--- src/rtl/uart_pkg.sv ---
// Definitions shared by the serial transmit and receive paths.
package uart_pkg;

    typedef enum logic [2:0] {
        IDLE,
        START,
        DATA,
        PARITY,
        STOP
    } uart_state_e;

    // An even-parity bit follows every group of this many data bits.
    localparam int PARITY_GROUP = 8;

endpackage

--- src/rtl/baud_tick.sv ---
// Bit-period timer: strobes o_bit_end in the last clk cycle of each serial bit.
module baud_tick #(
    parameter int CLKS_PER_BIT = 1
) (
    input  logic clk,
    input  logic rst_n,
    input  logic i_reload,
    output logic o_bit_end
);

    localparam int               CNT_W   = $clog2(CLKS_PER_BIT) + 1;
    localparam logic [CNT_W-1:0] CNT_TOP = CNT_W'(CLKS_PER_BIT - 1);

    logic [CNT_W-1:0] r_cnt;

    // With CLKS_PER_BIT=1 the counter is pinned at zero, so the strobe is constant 1.
    assign o_bit_end = (r_cnt == '0);

    // NOTE: state is updated with <= so every register samples pre-edge values.
    always_ff @(posedge clk or negedge rst_n) begin
        if (!rst_n) begin
            r_cnt <= '0;
        end else if (i_reload || o_bit_end) begin
            r_cnt <= CNT_TOP;
        end else begin
            r_cnt <= r_cnt - 1'b1;
        end
    end

endmodule

--- src/rtl/tx_path.sv ---
// Serial transmitter: start bit, LSB-first data with optional even parity per
// 8-bit group, then stop bit(s). The line idles high and Tx comes from a register.
module tx_path
    import uart_pkg::*;
#(
    parameter int WIDTH_SIZE   = 8,
    parameter int CLKS_PER_BIT = 1,
    parameter int STOP_BITS    = 1
) (
    input  logic                  clk,
    input  logic                  reset,
    input  logic                  start,
    input  logic                  PF,
    input  logic [WIDTH_SIZE-1:0] data_in,
    output logic                  Tx,
    output logic                  ready,
    output logic                  busy,
    output logic                  done
);

    localparam int               BIT_W      = $clog2(WIDTH_SIZE + 1);
    localparam logic [BIT_W-1:0] BIT_LAST   = BIT_W'(WIDTH_SIZE - 1);
    localparam logic [BIT_W-1:0] BIT_ALL    = BIT_W'(WIDTH_SIZE);
    localparam logic [3:0]       GROUP_LAST = 4'(PARITY_GROUP - 1);
    localparam logic             STOP_LAST  = 1'(STOP_BITS - 1);

    uart_state_e           r_state;
    uart_state_e           w_state_nxt;
    logic [WIDTH_SIZE-1:0] r_shift;
    logic [WIDTH_SIZE-1:0] w_shift_nxt;
    logic [BIT_W-1:0]      r_bit_cnt;
    logic [3:0]            r_group_cnt;
    logic                  r_stop_cnt;
    logic                  r_pf_q;
    logic                  r_acc;
    logic                  w_acc_nxt;
    logic                  r_tx;
    logic                  w_tx_nxt;
    logic                  w_bit_end;
    logic                  w_reload;
    logic                  w_accept;
    logic                  w_data_last;
    logic                  w_group_last;
    logic                  w_stop_last;

    assign w_reload     = (r_state == IDLE);
    assign w_accept     = (r_state == IDLE) && start;
    assign w_data_last  = (r_bit_cnt == BIT_LAST);
    assign w_group_last = (r_group_cnt == GROUP_LAST);
    assign w_stop_last  = (r_stop_cnt == STOP_LAST);

    baud_tick #(
        .CLKS_PER_BIT(CLKS_PER_BIT)
    ) u_baud_tick (
        .clk      (clk),
        .rst_n    (reset),
        .i_reload (w_reload),
        .o_bit_end(w_bit_end)
    );

    always_ff @(posedge clk or negedge reset) begin
        if (!reset) begin
            r_state <= IDLE;
        end else begin
            r_state <= w_state_nxt;
        end
    end

    // NOTE: every signal assigned in always_comb gets a default first, so no latch is inferred.
    always_comb begin
        w_state_nxt = r_state;
        case (r_state)
            IDLE: begin
                if (start) w_state_nxt = START;
            end
            START: begin
                if (w_bit_end) w_state_nxt = DATA;
            end
            DATA: begin
                if (w_bit_end) begin
                    if (r_pf_q && (w_group_last || w_data_last)) begin
                        w_state_nxt = PARITY;
                    end else if (w_data_last) begin
                        w_state_nxt = STOP;
                    end
                end
            end
            PARITY: begin
                if (w_bit_end) w_state_nxt = (r_bit_cnt == BIT_ALL) ? STOP : DATA;
            end
            STOP: begin
                if (w_bit_end && w_stop_last) w_state_nxt = IDLE;
            end
            default: w_state_nxt = IDLE;
        endcase
    end

    // Next shift/parity values feed the Tx register, so Tx shows the next bit at the edge.
    always_comb begin
        w_shift_nxt = r_shift;
        w_acc_nxt   = r_acc;
        if (w_accept) begin
            w_shift_nxt = data_in;
            w_acc_nxt   = 1'b0;
        end else if (w_bit_end && r_state == DATA) begin
            w_shift_nxt = r_shift >> 1;
            w_acc_nxt   = r_acc ^ r_shift[0];
        end else if (w_bit_end && r_state == PARITY) begin
            w_acc_nxt   = 1'b0;
        end

        case (w_state_nxt)
            START:   w_tx_nxt = 1'b0;
            DATA:    w_tx_nxt = w_shift_nxt[0];
            PARITY:  w_tx_nxt = w_acc_nxt;
            default: w_tx_nxt = 1'b1;
        endcase
    end

    always_ff @(posedge clk or negedge reset) begin
        if (!reset) begin
            r_shift     <= '0;
            r_acc       <= 1'b0;
            r_pf_q      <= 1'b0;
            r_bit_cnt   <= '0;
            r_group_cnt <= '0;
            r_stop_cnt  <= 1'b0;
            r_tx        <= 1'b1;
        end else begin
            r_shift <= w_shift_nxt;
            r_acc   <= w_acc_nxt;
            r_tx    <= w_tx_nxt;
            if (w_accept) begin
                r_pf_q      <= PF;
                r_bit_cnt   <= '0;
                r_group_cnt <= '0;
                r_stop_cnt  <= 1'b0;
            end else if (w_bit_end) begin
                case (r_state)
                    DATA: begin
                        r_bit_cnt   <= r_bit_cnt + 1'b1;
                        r_group_cnt <= r_group_cnt + 1'b1;
                    end
                    PARITY:  r_group_cnt <= '0;
                    STOP:    r_stop_cnt  <= 1'b1;
                    default: ;
                endcase
            end
        end
    end

    always_comb begin
        Tx    = r_tx;
        ready = (r_state == IDLE);
        busy  = (r_state != IDLE);
        done  = (r_state == STOP) && w_bit_end && w_stop_last;
    end

endmodule

--- config.mk ---
export PLATFORM = sky130hd
export DESIGN_NAME = tx_path
export DESIGN_NICKNAME = d
export VERILOG_FILES = /design/src/rtl/uart_pkg.sv /design/src/rtl/baud_tick.sv /design/src/rtl/tx_path.sv
export SDC_FILE = /design/constraint.sdc
export NUM_CORES = 1
export LEC_CHECK = 0
export BUFFER_PORTS_ARGS = -buffer_cell sky130_fd_sc_hd__clkbuf_2
export CAP_MARGIN = 20
export CORE_ASPECT_RATIO = 0.8
export CORE_MARGIN = 2
export CORE_UTILIZATION = 56
export CTS_CLUSTER_SIZE = 20
export DETAILED_ROUTE_END_ITERATION = 8
export PLACE_DENSITY = 0.77
export SLEW_MARGIN = 40
export SYNTH_ARGS = -nofsm -noshare
export SYNTH_HDL_FRONTEND = slang
export SYNTH_SLANG_ARGS = --single-unit
--- constraint.sdc ---
create_clock -name clk -period 2 [get_ports clk]
set_clock_uncertainty 0.15 [all_clocks]
set_input_delay 0.1 -clock clk [delete_from_list [all_inputs] [get_ports clk]]
set_output_delay 0.1 -clock clk [all_outputs]
set_load 0.1 [all_outputs]
==> flow_summary_export.csv <==
group,metric,value,unit
pwr,sum_of_internal_switching_and_leakage_power,2.207,mW
synth,synth.yosys.seq_area_share,46.97,%
grt,grt_pass1_wl,4.160,mm
worst_setup_path,path_max_fanout,13,
worst_setup_path,critical_path.startpoint,"r_state[2]",
final_layout,area_growth,23.34,%
route,wire_per_inst,13.39,um
worst_setup_path,critical_path_required,2.10,ns
final_layout,n_fill_cell,156,
floorplan,start_util,59.36,%
cts,cts_setup_buffers,0,
synth,synth_largest_area_cell,"sky130_fd_sc_hd__dfrtp_1",
route,wl_met2,1.178,mm
pwr,internal-power,1.313,mW
final_layout,share_of_final_layout_standard_cells_stronger_than_drive_strength_1,22.64,%
synth,synth.top_cells.by_area,"sky130_fd_sc_hd__dfrtp_1, sky130_fd_sc_hd__nand2_1, sky130_fd_sc_hd__mux2i_1, sky130_fd_sc_hd__o21ai_0, sky130_fd_sc_hd__ha_1",
synth,synth_edf_count,0,
sta,finalHoldViolCount,0,
outcome,outcome,"complete, no violations",
placement,place_area,0.001425,mm2
grt,antenna_found_initial,0,
synth,synth_ff_type,"sky130_fd_sc_hd__dfrtp_1",
pwr,p_sw,894.0,uW
worst_hold_path,holdCritPathClass,"primary input to flip-flop",
pwr,p_seq_share,39.1,%
route,drc_errors,0,
sta,rsz0062_at_grt,"no",
floorplan,io_pins,16,
cts,htreeDepth,1,
route,dr_wl_met3,87,um
worst_setup_path,worst_path_largest_cell_delay,0.49,ns
placement,dp.final_hpwl,1.655,mm
route,drt_pass1_iterations,4,
cts,cts_num_sinks,24,
worst_setup_path,critical_path.cell_chain,"or3b_4 -> a2111o_1 -> o21a_1 -> o221ai_2",
final_layout,n_antenna_cell,0,
sta,tightestPinTransition,0.6001,ns
route,antenna_violating_nets_post_route,0,
synth,synthesis.instances,133,
pwr,powerDensity,1397,mW/mm2
pwr,ir_worst_vdd,0.001192,V
cts,clkSlewWorstSetupHoldPaths,0.13,ns
grt,via_count_of_the_first_global_routing_pass,932,
sta,report.final.setup_viol,0,
sta,hold-worst-slack,0.04758,ns
worst_setup_path,crit_path_end_kind,"flip-flop",
placement,routabilityCongestion,0.7968,
sta,achievable-frequency,526.7,MHz
grt,globalRoute.totalOverflow,0,
pwr,cellLeakagePower,0.7238,nW
worst_setup_path,startpoint_type,"flip-flop",
grt,grt_max_degree,25,
worst_setup_path,critical_path_class,"flip-flop to flip-flop",
floorplan,core_area,0.002158,mm2
sta,slew_violations,0,
synth,synth.distinct_cells,43,
synth,yosys_warnings,0,
cts,clock_buffers_created_by_tritoncts,3,
final_layout,finalInstanceArea,0.001580,mm2
worst_setup_path,critPathTopFamily,"compound AO/OA/AOI/OAI gates",
synth,synth_top_area_share,44.92,%
floorplan,die_x,57.48,um
placement,io_buffer_count,15,
worst_setup_path,r2r_start,"r_state[2]",
cts,clock_insertion_delay_worst_skew,0.32,ns
route,route.layer.met1.wl,1.182,mm
synth,mappedNetlistNets,148,
sta,maxSlewHeadroom,59.99,%
synth,synth_async_sr_flop_share,100.0,%
synth,post_synth_instance_area,0.001281,mm2
worst_hold_path,worst_hold_startpoint,"start",
pwr,clkPwrFrac,16.0,%
route,drt_wl_total,2.464,mm
worst_setup_path,cp_num_buf_inv,0,
route,dr_total_vias,1008,
worst_setup_path,worst_path_slowest_cell,"sky130_fd_sc_hd__dfrtp_2",
cts,clock_tree.buffer_depth,2,
route,detail_route.iter0.violations,36,
route,top_layer_used,"met4",
floorplan,placementRows,15,
floorplan,die_height,46.78,um
cts,cts_tree,"done",
cts,cts_root_buf,"sky130_fd_sc_hd__clkbuf_4",
final_layout,final_util,73.22,%
grt,grt.total_usage,20.32,%
sta,layout_min_cycle_time,1.899,ns
pwr,switching_share,40.50,%
synth,postSynthRegisterBits,24,
worst_setup_path,worst_ep_arrival_time,2.00,ns
sta,setup_tns,0,ns
synth,synthesis.area_per_instance,9.633,um2
sta,timing.final.crit_share,94.93,%
pwr,share_comb_of_total_power,44.9,%
route,via_per_inst,5.478,
flow_run,cap_violations,0,
final_layout,design.final.nets,175,
floorplan,floorplan.die_area,0.002689,mm2
-- path summary, 6_finish.rpt --
check | slack (ns) | endpoint | cells past startpoint
hold reg to reg | 0.39 | r_shift[7] | 1
setup / recovery | 0.10 | Tx | 4
setup reg to reg | 0.10 | Tx | 4
min in group asynchronous | 0.15 | r_group_cnt[1] | 2
max in group asynchronous | 1.13 | r_state[1] | 2
hold / removal | 0.05 | r_stop_cnt | 4
-- cells by family (layout without fill, tap and decap cells) --
logic type / Yosys count / after routing / share of synthesized area, %
compound gates: 26 / 26 / 12.99
xor+xnor: 3 / 3 / 2.051
fa+ha+maj: 3 / 3 / 2.930
buf+inv: 16 / 42 / 6.544
flops: 24 / 24 / 46.97
mux: 7 / 7 / 5.469
other cells: 1 / 1 / 0.2927
simple gates: 53 / 53 / 22.76
-- repair_timing --
action	in CTS	in global routing
endpoints found under the hold margin	33	0
gates resized for setup	0	2
hold buffers	10	0
setup endpoints to repair	0	2
-- per-layer routing --
metal | up-vias | track usage [%]
met3 | 2 | 5.785
met5 | - | 0
met4 | 0 | 4.186
met2 | 13 | 32.95
met1 | 485 | 27.96
li1 | 508 | -
-- per-stage QoR --
step	cells	setup slack, ns
3_5_place_dp	170	0.08627
3_3_place_gp	170	0.1602
2_1_floorplan	133	0.04573
4_1_cts	184	0.05951
5_1_grt	184	0.005734
6_report	184	0.1014
-- synthesized netlist by cell type, drive strengths merged (4+ instances only) --
| cell | instances |
|---|---|
| a21oi | 6 |
| buf | 7 |
| dfrtp | 23 |
| inv | 7 |
| mux2i | 7 |
| nand2 | 19 |
| nand3b | 4 |
| nor2 | 9 |
| o21ai | 10 |
-- cell usage in the layout (no fill, tap or decap), types with 2 or more instances in the layout --
| cell | synthesis | routed |
|---|---|---|
| sky130_fd_sc_hd__dfrtp_2 | 0 | 2 |
| sky130_fd_sc_hd__or3_1 | 3 | 2 |
| sky130_fd_sc_hd__inv_1 | 7 | 6 |
| sky130_fd_sc_hd__dfrtp_1 | 23 | 21 |
| sky130_fd_sc_hd__nand3_1 | 2 | 2 |
| sky130_fd_sc_hd__nand3b_1 | 4 | 4 |
| sky130_fd_sc_hd__o21ai_1 | 2 | 2 |
| sky130_fd_sc_hd__nor3b_1 | 3 | 3 |
| sky130_fd_sc_hd__mux2i_1 | 7 | 7 |
| sky130_fd_sc_hd__nor2_1 | 8 | 8 |
| sky130_fd_sc_hd__a21oi_1 | 6 | 6 |
| sky130_fd_sc_hd__buf_12 | 0 | 2 |
| sky130_fd_sc_hd__nand2_1 | 19 | 19 |
| sky130_fd_sc_hd__clkbuf_2 | 0 | 13 |
| sky130_fd_sc_hd__ha_1 | 3 | 3 |
| sky130_fd_sc_hd__nor3_1 | 3 | 2 |
| sky130_fd_sc_hd__o21ai_0 | 8 | 8 |
| sky130_fd_sc_hd__buf_4 | 1 | 6 |
| sky130_fd_sc_hd__xor2_1 | 2 | 2 |
| sky130_fd_sc_hd__dlygate4sd3_1 | 0 | 10 |
| sky130_fd_sc_hd__clkbuf_4 | 0 | 3 |
-- sequential cells by signal (all words and copies together), names as in the netlist --
signal,cells
r_shift,8
u_baud_tick.r_cnt,1
r_stop_cnt,1
Tx,1
r_pf_q,1
r_acc,1
r_group_cnt,4
r_state,3
r_bit_cnt,4
-- tightest hold or removal path: cells and delay by family --
family	cells	cell delay (ns)
and+or+nand+nor	3	0.31
buffers and inverters	1	0.08
-- area by class of cell --
cell class,instances,area (um2),area share (%)
well taps,25,31.28,1.979
multi-input cells,93,611.8,38.72
flip-flops and latches,24,604.3,38.24
clock inverters,1,30.03,1.900
repair buffers,31,250.2,15.84
inverters,7,30.03,1.900
clock buffers,3,22.52,1.425
-- power groups by stage --
stage               Clock (mW)  Sequential (mW)  Combinational (mW)
global placement             0            0.855               0.946
global route             0.378            0.892                1.09
CTS                      0.363            0.858               0.994
finish                   0.353            0.864               0.990
floorplan                    0            0.882               0.727
detailed placement           0            0.866               0.976
Note: power is estimated with default switching activity, not from simulation.
